## config.mk

```make
export PLATFORM = sky130hd
export DESIGN_NAME = ring8_decoder
export DESIGN_NICKNAME = d
export VERILOG_FILES = /design/src/rtl/ring8_decoder.sv
export SDC_FILE = /design/constraint.sdc
export NUM_CORES = 1
export LEC_CHECK = 0
export ABC_AREA = 1
export CORE_AREA = 2 2 67 53
export CTS_CLUSTER_SIZE = 12
export DETAILED_ROUTE_END_ITERATION = 12
export DIE_AREA = 0 0 69 55
export PLACE_DENSITY = 0.74
export SYNTH_ARGS = -nofsm -noshare
export SYNTH_HDL_FRONTEND = slang
export SYNTH_SLANG_ARGS = --single-unit
```

## constraint.sdc

```tcl
create_clock -name CLK -period 5.1 [get_ports CLK]
set_input_delay 0.51 -clock CLK [delete_from_list [all_inputs] [get_ports CLK]]
set_output_delay 0.51 -clock CLK [all_outputs]
set_load 0.05 [all_outputs]
```

## src/rtl/ring8_decoder.sv

```systemverilog
// Ring-pattern tracker for an 8-bit rotating one-hot sequence: acquires lock,
// flywheels over single glitches, and counts sequence errors.
module ring8_decoder #(
    parameter int unsigned LOCK_N = 8
) (
    input  logic       CLK,
    input  logic       RESET,
    input  logic       CE,
    input  logic [7:0] I,
    output logic [2:0] O,
    output logic       VALID,
    output logic       LOCK,
    output logic       ERR,
    output logic       REV,
    output logic [7:0] ERRCNT
);

    localparam logic [1:0] HUNT    = 2'd0;
    localparam logic [1:0] ACQ     = 2'd1;
    localparam logic [1:0] LOCKED  = 2'd2;
    localparam logic [1:0] SUSPECT = 2'd3;

    localparam logic [3:0] LOCK_CNT = LOCK_N[3:0];

    logic [1:0] state_q, state_d;
    logic [2:0] ref_q, ref_d;
    logic [3:0] good_q, good_d;
    logic [2:0] o_q, o_d;
    logic       valid_q, valid_d;
    logic       err_q, err_d;
    logic       rev_q, rev_d;
    logic [7:0] errcnt_q, errcnt_d;

    logic       onehot;
    logic [2:0] idx;
    logic [2:0] ref_inc;
    logic [3:0] good_inc;
    logic       good_step;

    always_comb begin
        onehot = (I != '0) && ((I & (I - 8'd1)) == '0);
        idx    = '0;
        for (int unsigned b = 0; b < 8; b++) begin
            if (I[b]) idx = b[2:0];
        end
        ref_inc   = ref_q + 3'd1;
        good_inc  = good_q + 4'd1;
        good_step = onehot && (idx == ref_inc);
    end

    always_comb begin
        state_d  = state_q;
        ref_d    = ref_q;
        good_d   = good_q;
        o_d      = o_q;
        valid_d  = valid_q;
        err_d    = 1'b0;
        rev_d    = 1'b0;
        errcnt_d = errcnt_q;

        if (CE) begin
            valid_d = onehot;
            if (onehot) o_d = idx;

            case (state_q)
                HUNT: begin
                    if (onehot) begin
                        ref_d   = idx;
                        good_d  = '0;
                        state_d = ACQ;
                    end
                end
                ACQ: begin
                    if (good_step) begin
                        ref_d  = idx;
                        good_d = good_inc;
                        if (good_inc == LOCK_CNT) state_d = LOCKED;
                    end else if (onehot) begin
                        ref_d  = idx;
                        good_d = '0;
                    end else begin
                        state_d = HUNT;
                    end
                end
                LOCKED: begin
                    if (good_step) begin
                        ref_d = idx;
                        rev_d = (ref_q == 3'd7);
                    end else begin
                        // Flywheel: assume the missed step happened so a single glitch can recover.
                        ref_d   = ref_inc;
                        err_d   = 1'b1;
                        state_d = SUSPECT;
                    end
                end
                default: begin
                    if (good_step) begin
                        ref_d   = idx;
                        rev_d   = (ref_q == 3'd7);
                        state_d = LOCKED;
                    end else begin
                        err_d   = 1'b1;
                        good_d  = '0;
                        state_d = HUNT;
                    end
                end
            endcase

            if (err_d && (errcnt_q != '1)) errcnt_d = errcnt_q + 8'd1;
        end
    end

    always_ff @(posedge CLK or posedge RESET) begin
        if (RESET) begin
            state_q  <= HUNT;
            ref_q    <= '0;
            good_q   <= '0;
            o_q      <= '0;
            valid_q  <= 1'b0;
            err_q    <= 1'b0;
            rev_q    <= 1'b0;
            errcnt_q <= '0;
        end else begin
            state_q  <= state_d;
            ref_q    <= ref_d;
            good_q   <= good_d;
            o_q      <= o_d;
            valid_q  <= valid_d;
            err_q    <= err_d;
            rev_q    <= rev_d;
            errcnt_q <= errcnt_d;
        end
    end

    assign O      = o_q;
    assign VALID  = valid_q;
    assign LOCK   = (state_q == LOCKED) || (state_q == SUSPECT);
    assign ERR    = err_q;
    assign REV    = rev_q;
    assign ERRCNT = errcnt_q;

endmodule

```

==> results of run 1 <==
[per-stage QoR]
stage / utilization (%) / setup WS [ns] / instances
global route: 58.53 / 2.796 / 268
CTS: 58.53 / 2.868 / 268
finish: 58.53 / 2.876 / 268
floorplan: - / 3.232 / 201
global placement: 57.06 / 2.781 / 264
detailed placement: 57.06 / 2.741 / 264
[where the power goes]
group / internal [mW] / switching, mW
sequential: 0.203 / 0.0177
combinational: 0.0572 / 0.0998
clock: 0.0546 / 0.0579
total: 0.314 / 0.175
[layout make-up]
cell class	count	area, um^2	area share [%]
clock inverters	1	5.005	0.2712
multi-input cells	150	823.3	44.61
repair buffers	25	250.2	13.56
inverters	26	100.1	5.424
well taps	40	50.05	2.712
flip-flops and latches	23	575.6	31.19
clock buffers	3	41.29	2.237
[cell usage after synthesis, types with 2 or more instances]
library cell	instances	share of area (%)
inv_1	22	5.5
nor2_1	14	3.5
nand4_1	5	2.1
o22ai_1	2	0.83
dfrtp_1	23	38
xnor2_1	2	1.2
nand2_2	3	1.2
nand2_1	71	18
o21ai_0	5	1.7
nor2_4	3	2.2
o21ai_1	2	0.66
nand3_2	3	2.0
nor4_1	2	0.83
inv_2	3	0.75
nand3_1	15	5.0
nor2_2	3	1.2
ha_1	4	3.3
xor2_1	7	4.1
[registers in the layout, indices dropped and copies added, names as in the netlist, named ones only]
| signal | flops |
|---|---|
| REV | 1 |
| state_q | 1 |
| ERRCNT | 8 |
| ref_q | 3 |
| O | 3 |
| ERR | 1 |
| good_q | 4 |
| VALID | 1 |
[how the worst max path moves through the flow]
stage	from	depth (start not counted)	end
6_report	flop	1	LOCK
5_1_grt	flop	1	LOCK
4_1_cts	flop	1	LOCK
3_5_place_dp	I[6]	11	ref_q[2]$_DFFE_PP0P_
3_3_place_gp	I[6]	11	ref_q[1]$_DFFE_PP0P_
2_1_floorplan	ERRCNT[1]$_DFFE_PP0P_	6	ERRCNT[0]$_DFFE_PP0P_
[tightest hold or removal path: cells and delay by family (launching register included)]
kind / cells / cell delay, ns
compound gates: 1 / 0.06
flops: 1 / 0.35
simple gates: 1 / 0.05
[kinds of logic (layout without fill, tap and decap cells)]
logic type / count (synthesis) / in the layout / synth area share (%)
AOI/OAI and AO/OA: 12 / 12 / 5.136
xor gates and xnor gates: 9 / 9 / 5.220
and+or+nand+nor: 125 / 125 / 40.85
buffers and inverters: 28 / 55 / 7.374
DFF: 23 / 23 / 38.11
adders and majority gates: 4 / 4 / 3.314
[routing by layer]
layer | global-route usage (%) | part of all wire, %
met5 | 0 | 0
met1 | 24.89 | 53
met3 | 4.529 | 5.9
met4 | 3.922 | 0.79
met2 | 24.84 | 40
==> out/qor.yml, run 1 <==
outcome:
  status: "finished clean"
detailed_routing:
  drt-wirelength-per-cell_um: 10.93
  via_per_inst: 4.910
  firstDrtPassIters: 4
  wl_mm: 2.928
  drc_errors: 0
  drt_iter0_drc: 88
  num_vias: 1316
  ant_nets: 0
die:
  ios: 26
  start_util_pct: 47.90
  die_w_um: 69
  die_h_um: 55
  core_um2: 3153
  die_area_um2: 3795
  rows: 18
cells_and_area:
  nFillCells: 291
  fin_area_um2: 1846
  final_nets: 244
  drive_above_1_share_pct: 11.40
  final_common_cell: "nand2_1"
  antennaDiodeCount: 0
  final_cell_mix: "nand2_1, clkdlybuf4s50_1, dfrtp_1"
  synthToLayoutAreaGrowth_pct: 22.20
timing:
  worst_hold_slack_ns: 0.4875
  finalSetupViolCount: 0
  fin_skew_ns: 0.004700
  period_minus_slack_ns: 2.224
  period_share_pct: 43.61
  fmax_mhz: 449.7
  slew_headroom_pct: 43.34
  worst_pin_slew_ns: 0.8489
  hold_viol: 0
  final_max_slew_viol_count: 0
  fin_tns_setup_ns: 0
  rsz0062_at_grt: "no"
synth:
  syn_inst: 201
  avgSynthCellArea_um2: 7.513
  synth-seq-area-share_pct: 38.11
  synth_fp_nets: 216
  synthArstFlopShare_pct: 100.0
  ys_seq_elements: 23
  synth_area_um2: 1510
  synthFlopType: "dfrtp_1"
  ys_types: 30
  synth_edf_count: 0
  ys.warnings.count: 0
worst_setup_path:
  r2r-end: "ref_q[2]$_DFFE_PP0P_"
  crit_family: "buffers and inverters"
  slowest_delay_ns: 0.88
  crit_required_ns: 4.59
  r2r-start: "ref_q[0]$_DFFE_PP0P_"
  r2r_slack_ns: 3.10
  critPathCaptureType: "primary output"
  r2r_cells: 11
  crit_slowest_cell: "clkdlybuf4s50_1"
  crit_arrival_ns: 1.71
  start_kind: "flop"
  critPathMaxFanout: 8
  critPathBufInv: 1
  crit_type: "reg -> out"
  crit_chain: "clkdlybuf4s50_1"
placed_design:
  portBuffers: 25
  placed_cell_area_um2: 1799
  dp_hpwl_mm: 2.358
  gp_congestion: 0.8520
clocking:
  postCtsSetupBuffers: 0
  cts_resized: 0
  hold_buffers: 0
  cts_root_buf: "clkbuf_8"
  cts_tree: "done"
  cts_buffers: 3
  cts_sinks: 23
  cts_buffer_depth: 2
  path_clk_slew_ns: 0.08
  clock_latency_ns: 0.27
  ctsHtreeMaxLevel: 1
pwr:
  power_mw: 0.4898
  ir_drop_mv: 0.1370
  power.leakage_nw: 0.9052
  p_per_area_nw_per_um2: 265.4
grt:
  antenna_found_initial: 0
  grt_pass1_vias: 1121
  grt_max_degree: 24
  grt_usage_pct: 16.93
  grt_pass1_wl_mm: 5.112
  gr-total-overflow: 0
worst_hold_path:
  min_to: "O[0]$_DFFE_PP0P_"
  hold_path_class: "reg -> reg"
  holdPathStages: 2
  hp-start: "O[0]$_DFFE_PP0P_"
job:
  maxCapViolCount: 0
(Power assumes the default switching activity.)
==> run 2: changes to the inputs <==
- clock period: 5.1 -> 2.1 ns (I/O delays scaled with it)
==> run 2 against run 1 <==
Effect of this change: setup slack worse by 2.7 ns; non-clock buffer count up 3; critical path depth up 10; via count down 0.99%; highest routed layer unchanged; total power up 150%; final cell count up 1.1%; critical endpoint is now ref_q[2]$_DFFE_PP0P_; largest cell class unchanged; first-iteration DRC count down 30%.
==> out/qor.yml, run 2 (synthesized netlist as in run 1, its figures left out) <==
outcome:
  status: "finished clean"
detailed_routing:
  num_vias: 1303  # -0.99%
  drc_errors: 0  # unchanged
  drt_iter0_drc: 62  # -30%
  wl_mm: 2.847  # -2.8%
  drt-wirelength-per-cell_um: 10.51  # -3.8%
  via_per_inst: 4.808  # -2.1%
  ant_nets: 0  # unchanged
  firstDrtPassIters: 4  # unchanged
timing:
  hold_viol: 0  # unchanged
  period_share_pct: 93.78
  final_max_slew_viol_count: 0  # unchanged
  period_minus_slack_ns: 1.969
  fin_skew_ns: 0.003012  # -0.001689 ns
  slew_headroom_pct: 66.63  # +23 points
  fmax_mhz: 507.8
  finalSetupViolCount: 0  # unchanged
  worst_pin_slew_ns: 0.4990  # -0.3499 ns
  fin_tns_setup_ns: 0  # unchanged
cells_and_area:
  largest_reg_flops: 8  # unchanged
  final_cell_mix: "nand2_1, clkdlybuf4s50_1, dfrtp_1"
  final_nets: 247  # +1.2%
  final_common_cell: "nand2_1"
  fin_area_um2: 1893  # +2.6%
  fin_util_pct: 60.04  # +1.5 points
  synthToLayoutAreaGrowth_pct: 25.35
  antennaDiodeCount: 0  # unchanged
  final_cells: 271  # +1.1%
  drive_above_1_share_pct: 13.42  # +2.0 points
die:
  start_util_pct: 47.90  # unchanged
  rows: 18  # unchanged
  core_um2: 3153  # unchanged
  die_w_um: 69  # unchanged
  ios: 26  # unchanged
  die_h_um: 55  # unchanged
  die_area_um2: 3795  # unchanged
placed_design:
  dp_hpwl_mm: 2.308  # -2.1%
  placed_cell_area_um2: 1814  # +0.83%
  dp.cells: 266  # +0.76%
  portBuffers: 25  # unchanged
  gp_congestion: 0.8741  # +2.6%
pwr:
  power.leakage_nw: 0.9286  # +2.6%
  power_mw: 1.201  # +150%
  p_per_area_nw_per_um2: 634.7  # +140%
  ir_drop_mv: 0.3671  # +170%
worst_setup_path:
  start_kind: "flop"
  worst-path-stages: 11  # +10
  critPathMaxFanout: 5  # -3
  crit_family: "simple AND/OR/NAND/NOR gates"
  crit_slowest_cell: "dfrtp_1"
  slowest_delay_ns: 0.43  # -0.45 ns
  crit_required_ns: 2.25  # -2.34 ns
  r2r_cells: 11  # unchanged
  critPathCaptureType: "flop"
  crit_type: "reg -> reg"
  critPathBufInv: 1  # unchanged
  cp_common_cell: "nand2_1"
  crit_arrival_ns: 2.12  # +0.41 ns
  crit_chain: "ha_2 > ha_1 > inv_1 > nand2_1 > nand3_2 > nor2_4 > nand3_4 > a21oi_4 > nand2_2 > nand2_1 > nand2_1"
grt:
  grt_usage_pct: 16.50  # -0.43 points
  gr-total-overflow: 0  # unchanged
  grt_pass1_vias: 1133  # +1.1%
  antenna_found_initial: 0  # unchanged
  grt_pass1_wl_mm: 4.961  # -3.0%
  grt_max_degree: 24  # unchanged
clocking:
  path_clk_slew_ns: 0.08  # about the same
  cts_tree: "done"
  clock_latency_ns: 0.26  # about the same
  ctsHtreeMaxLevel: 1  # unchanged
  cts_buffer_depth: 2  # unchanged
  cts_sinks: 23  # unchanged
  cts_root_buf: "clkbuf_8"
  hold_buffers: 0  # unchanged
  cts_buffers: 3  # unchanged
job:
  maxCapViolCount: 0  # unchanged
worst_hold_path:
  hold_path_class: "in -> async"
## run 2: changes by cell type in the layout (fill, tap and decap cells not counted)
cell / before / now
buf_12: 0 / 1
ha_2: 0 / 1
nand3_1: 15 / 14
ha_1: 4 / 3
nand3_2: 3 / 4
nor2_2: 3 / 2
nor2_4: 3 / 4
buf_4: 0 / 2
## run 2: final timing paths
path	slack, ns	endpoint	start
max	0.13	ref_q[2]$_DFFE_PP0P_	ref_q[0]$_DFFE_PP0P_
min	0.29	ERRCNT[3]$_DFFE_PP0P_	RESET
max reg2reg	0.13	ref_q[2]$_DFFE_PP0P_	ref_q[0]$_DFFE_PP0P_
min reg2reg	0.48	O[0]$_DFFE_PP0P_	O[0]$_DFFE_PP0P_
max in group asynchronous	1.59	ERR$_DFF_PP0_	RESET
min in group CLK	0.48	O[0]$_DFFE_PP0P_	O[0]$_DFFE_PP0P_
## run 2: through the flow
| step | setup WS [ns] | hold WS, ns |
|---|---|---|
| detailed placement | 0.04412 | 0.4709 |
| CTS | 0.1041 | 0.2963 |
| global placement | 0.08293 | 0.4653 |
| finish | 0.1306 | 0.2897 |
| global route | -0.001056 | 0.3307 |
| floorplan | 0.2315 | 0.2119 |
## run 2: cell type report
cell class                      instances  area (um^2)
Inverter                               26        100.1
Sequential cell                        23        575.6
Clock buffer                            3        41.29
Timing Repair Buffer                   28        285.3
Multi-Input combinational cell        150        835.8
Tap cell                               40        50.05
Clock inverter                          1        5.005
Fill cell                             293         1260
## run 2: repair_timing
action,CTS,global route
setup endpoints to repair,0,5
gates resized for setup,0,3
setup buffers,0,1
## run 2: worst min-delay path: stages
cell	delay, ns
clkdlybuf4s50_1	0.40
inv_1	0.05
buf_4	0.28
## run 2: where the power goes
group	internal (mW)	switching (mW)
logic	0.153	0.252
registers	0.492	0.0425
clock network	0.132	0.130
total	0.777	0.424
## run 2: metal layers
layer / routed length [um] / track usage [%]
met1: 1533 / 23.56
met2: 1188 / 25.48
met3: 108 / 4.710
met4: 17 / 2.941
met5: 0 / 0
